<file path="src/rtl/rbus_pkg.sv">
// Shared rbus definitions: word layout, header field positions and the
// output-side state encoding used by the two-lane packet buffer.
package rbus_pkg;

    localparam int RBUS_W        = 72;
    localparam int RBUS_LANE_BIT = 71;
    localparam int RBUS_LEN_LSB  = 64;
    localparam int RBUS_LEN_MSB  = 67;
    localparam int RBUS_MAX_PKT  = 9;

    // Width of the header payload-count field, and of a stored packet
    // length (header word included, so one extra bit).
    localparam int RBUS_LEN_W  = RBUS_LEN_MSB - RBUS_LEN_LSB + 1;
    localparam int RBUS_PLEN_W = RBUS_LEN_W + 1;

    typedef logic [RBUS_W-1:0] rbus_word_t;

    typedef enum logic {
        OUT_IDLE = 1'b0,
        OUT_SEND = 1'b1
    } out_state_t;

    // Payload word count carried in a header word.
    function automatic logic [RBUS_LEN_W-1:0] rbus_hdr_len(input rbus_word_t w);
        return w[RBUS_LEN_MSB:RBUS_LEN_LSB];
    endfunction

endpackage

</file>
<file path="src/rtl/rbus_lane_fifo.sv">
// Single-lane word FIFO with a companion length FIFO holding the committed
// word count of every stored packet. Up to two packets can be committed in
// one cycle (a truncated packet plus a zero-payload header that closed it).
module rbus_lane_fifo
    import rbus_pkg::*;
#(
    parameter  int DEPTH   = 32,
    parameter  int MAX_PKT = RBUS_MAX_PKT,
    localparam int AW      = $clog2(DEPTH),
    localparam int CW      = AW + 1
) (
    input  logic                   clk,
    input  logic                   rst,
    input  logic                   wr_en,
    input  rbus_word_t             wr_data,
    input  logic                   push_a,
    input  logic [RBUS_PLEN_W-1:0] len_a,
    input  logic                   push_b,
    input  logic [RBUS_PLEN_W-1:0] len_b,
    input  logic                   rd_en,
    input  logic                   pop,
    output rbus_word_t             rd_data,
    output logic [RBUS_PLEN_W-1:0] head_len,
    output logic [CW-1:0]          free,
    output logic [CW-1:0]          pkt_cnt,
    output logic                   rdy,
    output logic                   empty
);

    rbus_word_t             mem     [DEPTH];
    logic [RBUS_PLEN_W-1:0] len_mem [DEPTH];

    logic [AW-1:0] wp, rp, lwp, lrp;
    logic [CW-1:0] cnt, pcnt, cnt_nxt, pcnt_nxt;

    assign rd_data  = mem[rp];
    assign head_len = len_mem[lrp];
    assign free     = CW'(DEPTH) - cnt;
    assign pkt_cnt  = pcnt;

    // Word and packet occupancy after this cycle's writes, commits and reads.
    always_comb begin
        cnt_nxt  = cnt + CW'(wr_en) - CW'(rd_en);
        pcnt_nxt = pcnt + CW'(push_a) + CW'(push_b) - CW'(pop);
    end

    // Storage arrays; the older (truncated) packet length goes in first.
    always_ff @(posedge clk) begin
        if (wr_en) mem[wp] <= wr_data;
        if (push_a) len_mem[lwp] <= len_a;
        if (push_b) len_mem[push_a ? lwp + AW'(1) : lwp] <= len_b;
    end

    // Pointers, counters and the registered readiness/empty flags.
    always_ff @(posedge clk) begin
        if (!rst) begin
            wp    <= '0;
            rp    <= '0;
            lwp   <= '0;
            lrp   <= '0;
            cnt   <= '0;
            pcnt  <= '0;
            rdy   <= 1'b1;
            empty <= 1'b1;
        end else begin
            wp    <= wp + AW'(wr_en);
            rp    <= rp + AW'(rd_en);
            lwp   <= lwp + AW'(push_a) + AW'(push_b);
            lrp   <= lrp + AW'(pop);
            cnt   <= cnt_nxt;
            pcnt  <= pcnt_nxt;
            rdy   <= (CW'(DEPTH) - cnt_nxt) >= CW'(MAX_PKT);
            empty <= (cnt_nxt == '0);
        end
    end

endmodule

</file>
<file path="src/rtl/rbus_pkt_fifo2ch.sv">
// Two-lane store-and-forward rbus packet buffer. Incoming packets are sorted
// into per-lane FIFOs by the header lane bit; only complete packets are sent
// downstream, one whole packet at a time, arbitrated between lanes.
//
// Handshake: upstream starts a packet on lane k only when i_rdy[k] was 1, then
// streams its words with i_stb (no backpressure inside a packet). Downstream
// readiness o_rdy[k] means lane k can take one whole packet; it is looked at
// only when choosing the next packet, never during one.
module rbus_pkt_fifo2ch
    import rbus_pkg::*;
#(
    parameter int DEPTH   = 32,
    parameter int MAX_PKT = RBUS_MAX_PKT
) (
    input  logic              clk,
    input  logic              rst,
    input  logic              i_stb,
    input  logic              i_sof,
    input  logic [RBUS_W-1:0] i_data,
    output logic [1:0]        i_rdy,
    output logic [1:0]        i_rdyE,
    output logic              o_stb,
    output logic              o_sof,
    output logic [RBUS_W-1:0] o_data,
    input  logic [1:0]        o_rdy,
    input  logic [1:0]        o_rdyE,
    output logic              ff_err
);

    localparam int CW = $clog2(DEPTH) + 1;
    localparam int PW = RBUS_PLEN_W;

    // Input framing state
    logic                  in_open_q, in_open_n;
    logic                  in_lane_q, in_lane_n;
    logic [RBUS_LEN_W-1:0] in_rem_q,  in_rem_n;
    logic [PW-1:0]         in_wcnt_q, in_wcnt_n;
    logic                  err_q,     err_n;

    logic          hdr_lane;
    logic [RBUS_LEN_W-1:0] hdr_len;
    logic [1:0]    wr_en, push_a, push_b;
    logic [PW-1:0] len_b;

    // Lane FIFO views
    rbus_word_t    rd_data  [2];
    logic [PW-1:0] head_len [2];
    logic [CW-1:0] free     [2];
    logic [CW-1:0] pkt_cnt  [2];
    logic [1:0]    rd_en, pop;

    // Output FSM state
    out_state_t    state_q, state_n;
    logic          sel_q,   sel_n;
    logic [PW-1:0] ocnt_q,  ocnt_n;
    logic          first_q, first_n;
    logic          rr_q,    rr_n;
    logic          o_stb_n, o_sof_n;
    rbus_word_t    o_data_n;
    logic [1:0]    elig, pref;
    logic          win;

    assign hdr_lane = i_data[RBUS_LANE_BIT];
    assign hdr_len  = rbus_hdr_len(i_data);
    assign ff_err   = err_q;

    for (genvar k = 0; k < 2; k++) begin : g_lane
        rbus_lane_fifo #(
            .DEPTH  (DEPTH),
            .MAX_PKT(MAX_PKT)
        ) u_lane (
            .clk     (clk),
            .rst     (rst),
            .wr_en   (wr_en[k]),
            .wr_data (i_data),
            .push_a  (push_a[k]),
            .len_a   (in_wcnt_q),
            .push_b  (push_b[k]),
            .len_b   (len_b),
            .rd_en   (rd_en[k]),
            .pop     (pop[k]),
            .rd_data (rd_data[k]),
            .head_len(head_len[k]),
            .free    (free[k]),
            .pkt_cnt (pkt_cnt[k]),
            .rdy     (i_rdy[k]),
            .empty   (i_rdyE[k])
        );
    end

    // Input framing: route words to lanes, close packets, flag protocol errors.
    // A packet whose header was dropped keeps a word count of zero, so its
    // payload is discarded and it is never committed.
    always_comb begin
        in_open_n = in_open_q;
        in_lane_n = in_lane_q;
        in_rem_n  = in_rem_q;
        in_wcnt_n = in_wcnt_q;
        err_n     = err_q;
        wr_en     = '0;
        push_a    = '0;
        push_b    = '0;
        len_b     = '0;
        if (i_stb && i_sof) begin
            if (in_open_q) begin
                err_n = 1'b1;
                if (in_wcnt_q != '0) push_a[in_lane_q] = 1'b1;
            end
            in_wcnt_n = '0;
            if (free[hdr_lane] != '0) begin
                wr_en[hdr_lane] = 1'b1;
                in_wcnt_n       = PW'(1);
            end else begin
                err_n = 1'b1;
            end
            in_lane_n = hdr_lane;
            in_rem_n  = hdr_len;
            len_b     = in_wcnt_n;
            if (hdr_len == '0) begin
                in_open_n = 1'b0;
                if (in_wcnt_n != '0) push_b[hdr_lane] = 1'b1;
            end else begin
                in_open_n = 1'b1;
            end
        end else if (i_stb) begin
            if (!in_open_q) begin
                err_n = 1'b1;
            end else begin
                if (in_wcnt_q != '0) begin
                    if (free[in_lane_q] != '0) begin
                        wr_en[in_lane_q] = 1'b1;
                        in_wcnt_n        = in_wcnt_q + PW'(1);
                    end else begin
                        err_n = 1'b1;
                    end
                end
                in_rem_n = in_rem_q - RBUS_LEN_W'(1);
                len_b    = in_wcnt_n;
                if (in_rem_q == RBUS_LEN_W'(1)) begin
                    in_open_n = 1'b0;
                    if (in_wcnt_n != '0) push_b[in_lane_q] = 1'b1;
                end
            end
        end
    end

    // Input framing registers and the sticky error flag.
    always_ff @(posedge clk) begin
        if (!rst) begin
            in_open_q <= 1'b0;
            in_lane_q <= 1'b0;
            in_rem_q  <= '0;
            in_wcnt_q <= '0;
            err_q     <= 1'b0;
        end else begin
            in_open_q <= in_open_n;
            in_lane_q <= in_lane_n;
            in_rem_q  <= in_rem_n;
            in_wcnt_q <= in_wcnt_n;
            err_q     <= err_n;
        end
    end

    // Output arbitration and send sequencing. Lanes whose downstream is empty
    // are preferred; ties go to the lane after the one served last.
    always_comb begin
        state_n  = state_q;
        sel_n    = sel_q;
        ocnt_n   = ocnt_q;
        first_n  = first_q;
        rr_n     = rr_q;
        o_stb_n  = 1'b0;
        o_sof_n  = 1'b0;
        o_data_n = o_data;
        rd_en    = '0;
        pop      = '0;
        elig[0]  = (pkt_cnt[0] != '0) && o_rdy[0];
        elig[1]  = (pkt_cnt[1] != '0) && o_rdy[1];
        pref     = elig & o_rdyE;
        if (pref == 2'b00) pref = elig;
        win      = (pref == 2'b11) ? rr_q : pref[1];
        case (state_q)
            OUT_IDLE: begin
                if (pref != 2'b00) begin
                    sel_n   = win;
                    ocnt_n  = head_len[win];
                    first_n = 1'b1;
                    state_n = OUT_SEND;
                end
            end
            OUT_SEND: begin
                rd_en[sel_q] = 1'b1;
                o_stb_n      = 1'b1;
                o_sof_n      = first_q;
                o_data_n     = rd_data[sel_q];
                first_n      = 1'b0;
                ocnt_n       = ocnt_q - PW'(1);
                if (ocnt_q == PW'(1)) begin
                    pop[sel_q] = 1'b1;
                    rr_n       = ~sel_q;
                    state_n    = OUT_IDLE;
                end
            end
            default: state_n = OUT_IDLE;
        endcase
    end

    // Output FSM registers and registered output word.
    always_ff @(posedge clk) begin
        if (!rst) begin
            state_q <= OUT_IDLE;
            sel_q   <= 1'b0;
            ocnt_q  <= '0;
            first_q <= 1'b0;
            rr_q    <= 1'b0;
            o_stb   <= 1'b0;
            o_sof   <= 1'b0;
            o_data  <= '0;
        end else begin
            state_q <= state_n;
            sel_q   <= sel_n;
            ocnt_q  <= ocnt_n;
            first_q <= first_n;
            rr_q    <= rr_n;
            o_stb   <= o_stb_n;
            o_sof   <= o_sof_n;
            o_data  <= o_data_n;
        end
    end

endmodule

</file>
<file path="config.mk">
export PLATFORM = sky130hd
export DESIGN_NAME = rbus_pkt_fifo2ch
export DESIGN_NICKNAME = d
export VERILOG_FILES = /design/src/rtl/rbus_pkg.sv /design/src/rtl/rbus_lane_fifo.sv /design/src/rtl/rbus_pkt_fifo2ch.sv
export SDC_FILE = /design/constraint.sdc
export NUM_CORES = 2
export LEC_CHECK = 0
export CAP_MARGIN = 20
export CORE_MARGIN = 3
export CORE_UTILIZATION = 35
export CTS_BUF_LIST = sky130_fd_sc_hd__clkbuf_8
export DETAILED_ROUTE_END_ITERATION = 6
export GPL_ROUTABILITY_DRIVEN = 0
export SLEW_MARGIN = 15
export SYNTH_ARGS = -nofsm -noshare
export SYNTH_HDL_FRONTEND = slang
export SYNTH_MEMORY_MAX_BITS = 65536
export SYNTH_SLANG_ARGS = --single-unit
</file>
<file path="constraint.sdc">
create_clock -name clk -period 8.8 [get_ports clk]
set_clock_uncertainty 0.1 [all_clocks]
set_input_delay 1.76 -clock clk [delete_from_list [all_inputs] [get_ports clk]]
set_output_delay 1.76 -clock clk [all_outputs]
set_load 0.02 [all_outputs]
</file>
==> key figures <==
Run status
  • Outcome: finished with violations
  • Failing checks: antenna rules, DRC

Timing
  • Final Max Slew Viols: 0
  • Slew margin rel.: 0.1968
  • Tcrit/Tclk final: 0.6842
  • Endpoints failing hold: 0
  • Min Tclk post-route: between 6000 and 7000 ps
  • Setup TNS: 0 ps
  • Number of setup violations in the final report: 0
  • Worst hold slack: approximately 390 ps
  • RSZ-0062 raised after global routing: no
  • Least-Margin Pin Slew: ~1200 ps
  • Highest achievable clock rate: 0.1661 GHz

Routing
  • Via count: 97.33k
  • Initial DRT Pass Iterations: 7
  • DR iter-0 viols: 12.55k
  • Drt wl/cell: approximately 31 um
  • DRC Markers: 4
  • Vias per Instance: 5.544
  • Wirelength, routed: 546800 um
  • Final ANT Viol Nets: 1

CTS
  • CTS Hold Buffers Added: 0
  • CTS tree: yes
  • Clock Path Buffers: 4
  • Clk slew on worst S/H paths: about 60 ps
  • Postcts setup bufs: 0
  • Later-pin clock latency in the skew report: 1280 ps
  • Root Buffer: clkbuf_8
  • Post-CTS sizing: 0
  • Clock Sink Count: 5091
  • H-Tree Depth: 6
  • TritonCTS Buffers: 767

Power and ir drop
  • Power, Total: 51450 uW
  • VDD IR max: 215.9 uV
  • P_leak: 0.06846 uW
  • PD cells: ~230 mW/mm2

Logic synthesis
  • Synth top area cells: edfxtp_1 74%, mux4_2 17%, mux2_2 1.7%, dfxtp_1 1.6%, mux2i_1 0.75%
  • Cell count after synthesis: slightly below 9k
  • Synth Area per Inst: 23.00 um2
  • Synth top area share: 0.7399
  • Yosys warns: 0
  • Async S/R FF share, synth: 0
  • Syn_nets: 8845
  • Seq cells post-synth: ~5.1k
  • Area leader, netlist: edfxtp_1
  • Post-synth EDFFs: a little under 5k
  • Yosys cell types: 79
  • Register area share after synthesis: 0.7562
  • Mapped cell area: 0.2000 mm2
  • Top_reg_cell synth: edfxtp_1

Global route
  • First-pass GRT wire length: 770800 um
  • Vias in the first global route: between 90k and 100k
  • Total track usage: 0.1847
  • Initial antenna violation count: 46
  • Remaining Overflow, GRT: 0
  • Largest net degree at the start of global routing: 129

Critical path
  • Worst EP arrival: 6740 ps
  • R2R cell count: 9
  • Crit path kind: primary input to flip-flop
  • Crit Path Max Fanout: 37
  • Startpoint types: primary input
  • Setup crit end kind: flip-flop
  • Worst path required time: 9520 ps

Worst hold path
  • WHS Path Cells: 1
  • Hold/Removal Path Class: flip-flop to flip-flop

Floorplan
  • FP Rows: ~280
  • Chip width: 761.9 um
  • Die ar.: between 0.5 and 0.6 mm2
  • Starting Density: 0.3514
  • Core area: around 0.57 mm2
  • IO Pins: 159
  • Die Y: 761.9 um

Finish
  • Fin util: 0.3975
  • Share of cells above drive strength 1: 0.3269
  • Syn-to-layout area delta: 13.10%
  • Finished Cell Area: around 0.23 mm2
  • Layout Nets: 9541
  • Fillers: 49.71k

Place
  • Post-place instance area: 0.2120 mm2
  • Detailed-placement wirelength estimate: 323400 um
  • Port Buf Inserts: 158

Job
  • Maxcap violations: 0
## worst paths after layout
path	endpoint	start	slack (ps)
setup reg to reg	g_lane[0].u_lane.mem[11][42]$_DFFE_PP_	in_wcnt_q[1]$_SDFFE_PN0P_	3140
setup / recovery	g_lane[0].u_lane.mem[11][42]$_DFFE_PP_	i_sof	2780
hold / removal	ff_err$_SDFFE_PN0P_	ff_err$_SDFFE_PN0P_	390
hold reg to reg	ff_err$_SDFFE_PN0P_	ff_err$_SDFFE_PN0P_	390
## metal layers
layer	vias to the layer above	GRT usage	part of all wire
li1	38618	-	-
met1	52914	0.2539	0.40
met2	4970	0.2980	0.48
met3	816	0.03791	0.089
met4	10	0.05482	0.030
met5	-	0	0.00013
## cell usage after synthesis, drive strengths merged, types with 5 or more instances
cell and instances:
o32a 17, o21a 72, a22oi 11, a31oi 5
o21bai 38, nand3b 16, a211oi 12, o22ai 78
mux4 1540, inv 59, dfxtp 163, o211ai 9
fa 8, nor2b 91, nand2b 24, mux2i 149
edfxtp 4928, nor2 114, or2 5, mux2 297
nor3b 6, and3 12, clkbuf 376, buf 144
xnor2 31, o21ai 92, a21boi 14, nor3 17
xor2 19, nand2 54, a21o 6, ha 62
or3 8, nand3 31, a21oi 63, a2bb2oi 10
and2 66
## layout by cell type, fill, tap and decap left out, types with 72 or more instances in the layout
| master | synthesis | layout |
|---|---|---|
| clkbuf_8 | 0 | 787 |
| clkinv_1 | 1 | 196 |
| nor2b_1 | 91 | 91 |
| inv_1 | 59 | 299 |
| o22ai_1 | 78 | 78 |
| mux2i_1 | 149 | 148 |
| dfxtp_1 | 163 | 145 |
| o21a_1 | 72 | 72 |
| mux2_2 | 297 | 297 |
| clkinv_2 | 0 | 73 |
| buf_4 | 5 | 265 |
| mux4_2 | 1540 | 1540 |
| clkdlybuf4s50_1 | 0 | 88 |
| edfxtp_1 | 4928 | 4928 |
## through the flow
| stage | setup WS [ps] | instances |
|---|---|---|
| final | 2779 | 17555 |
| after CTS | 3055 | 17519 |
| after global routing | 2791 | 17525 |
| after global placement | 1705 | 16149 |
| after detailed placement | 1691 | 16151 |
| after floorplan | 18.94 | 8695 |
## where the power goes
part	total [uW]	switching, uW	internal [uW]	leakage (uW)
Sequential	27100	284	26800	0.0458
Combinational	6230	3590	2640	0.0146
Clock	18100	9300	8830	0.00808
## sequential cells by signal (all words and copies together), names as in the netlist, 12 cells and up
name                   cells
g_lane.u_lane.mem       4608
g_lane.u_lane.cnt         12
g_lane.u_lane.len_mem    320
g_lane.u_lane.pkt_cnt     12
o_data                    72
## logic make-up (layout without fill, tap and decap cells)
logic type | Yosys count | count (layout) | synth area share
DFF | 5091 | 5091 | 0.7562
xor gates and xnor gates | 50 | 50 | 0.002190
adders and majority gates | 71 | 71 | 0.004730
AOI/OAI and AO/OA | 452 | 452 | 0.01563
other | 0 | 32 | 0
buffers and inverters | 580 | 1875 | 0.01110
and+or+nand+nor | 465 | 465 | 0.01251
muxes | 1986 | 1986 | 0.1976
## critical path, cell delays in order
cell	delay [ps]
clkdlybuf4s50_1	630
nand2b_1	310
or2_2	450
o32a_1	520
nor2_1	570
nand3_1	760
nor2_4	270
buf_4	640
buf_4	750
## final cells by class
class	instances	area, um2	share of cell area
repair buffers	447	3985	0.01762
clock inverters	581	3254	0.01439
inverters	60	225.2	0.0009957
flip-flops and latches	5091	151300	0.6689
clock buffers	787	10830	0.04789
well taps	7533	9425	0.04167
diodes	32	80.08	0.0003540
multi-input cells	3024	47080	0.2081
No activity file was read; power rests on OpenSTA's default activity.
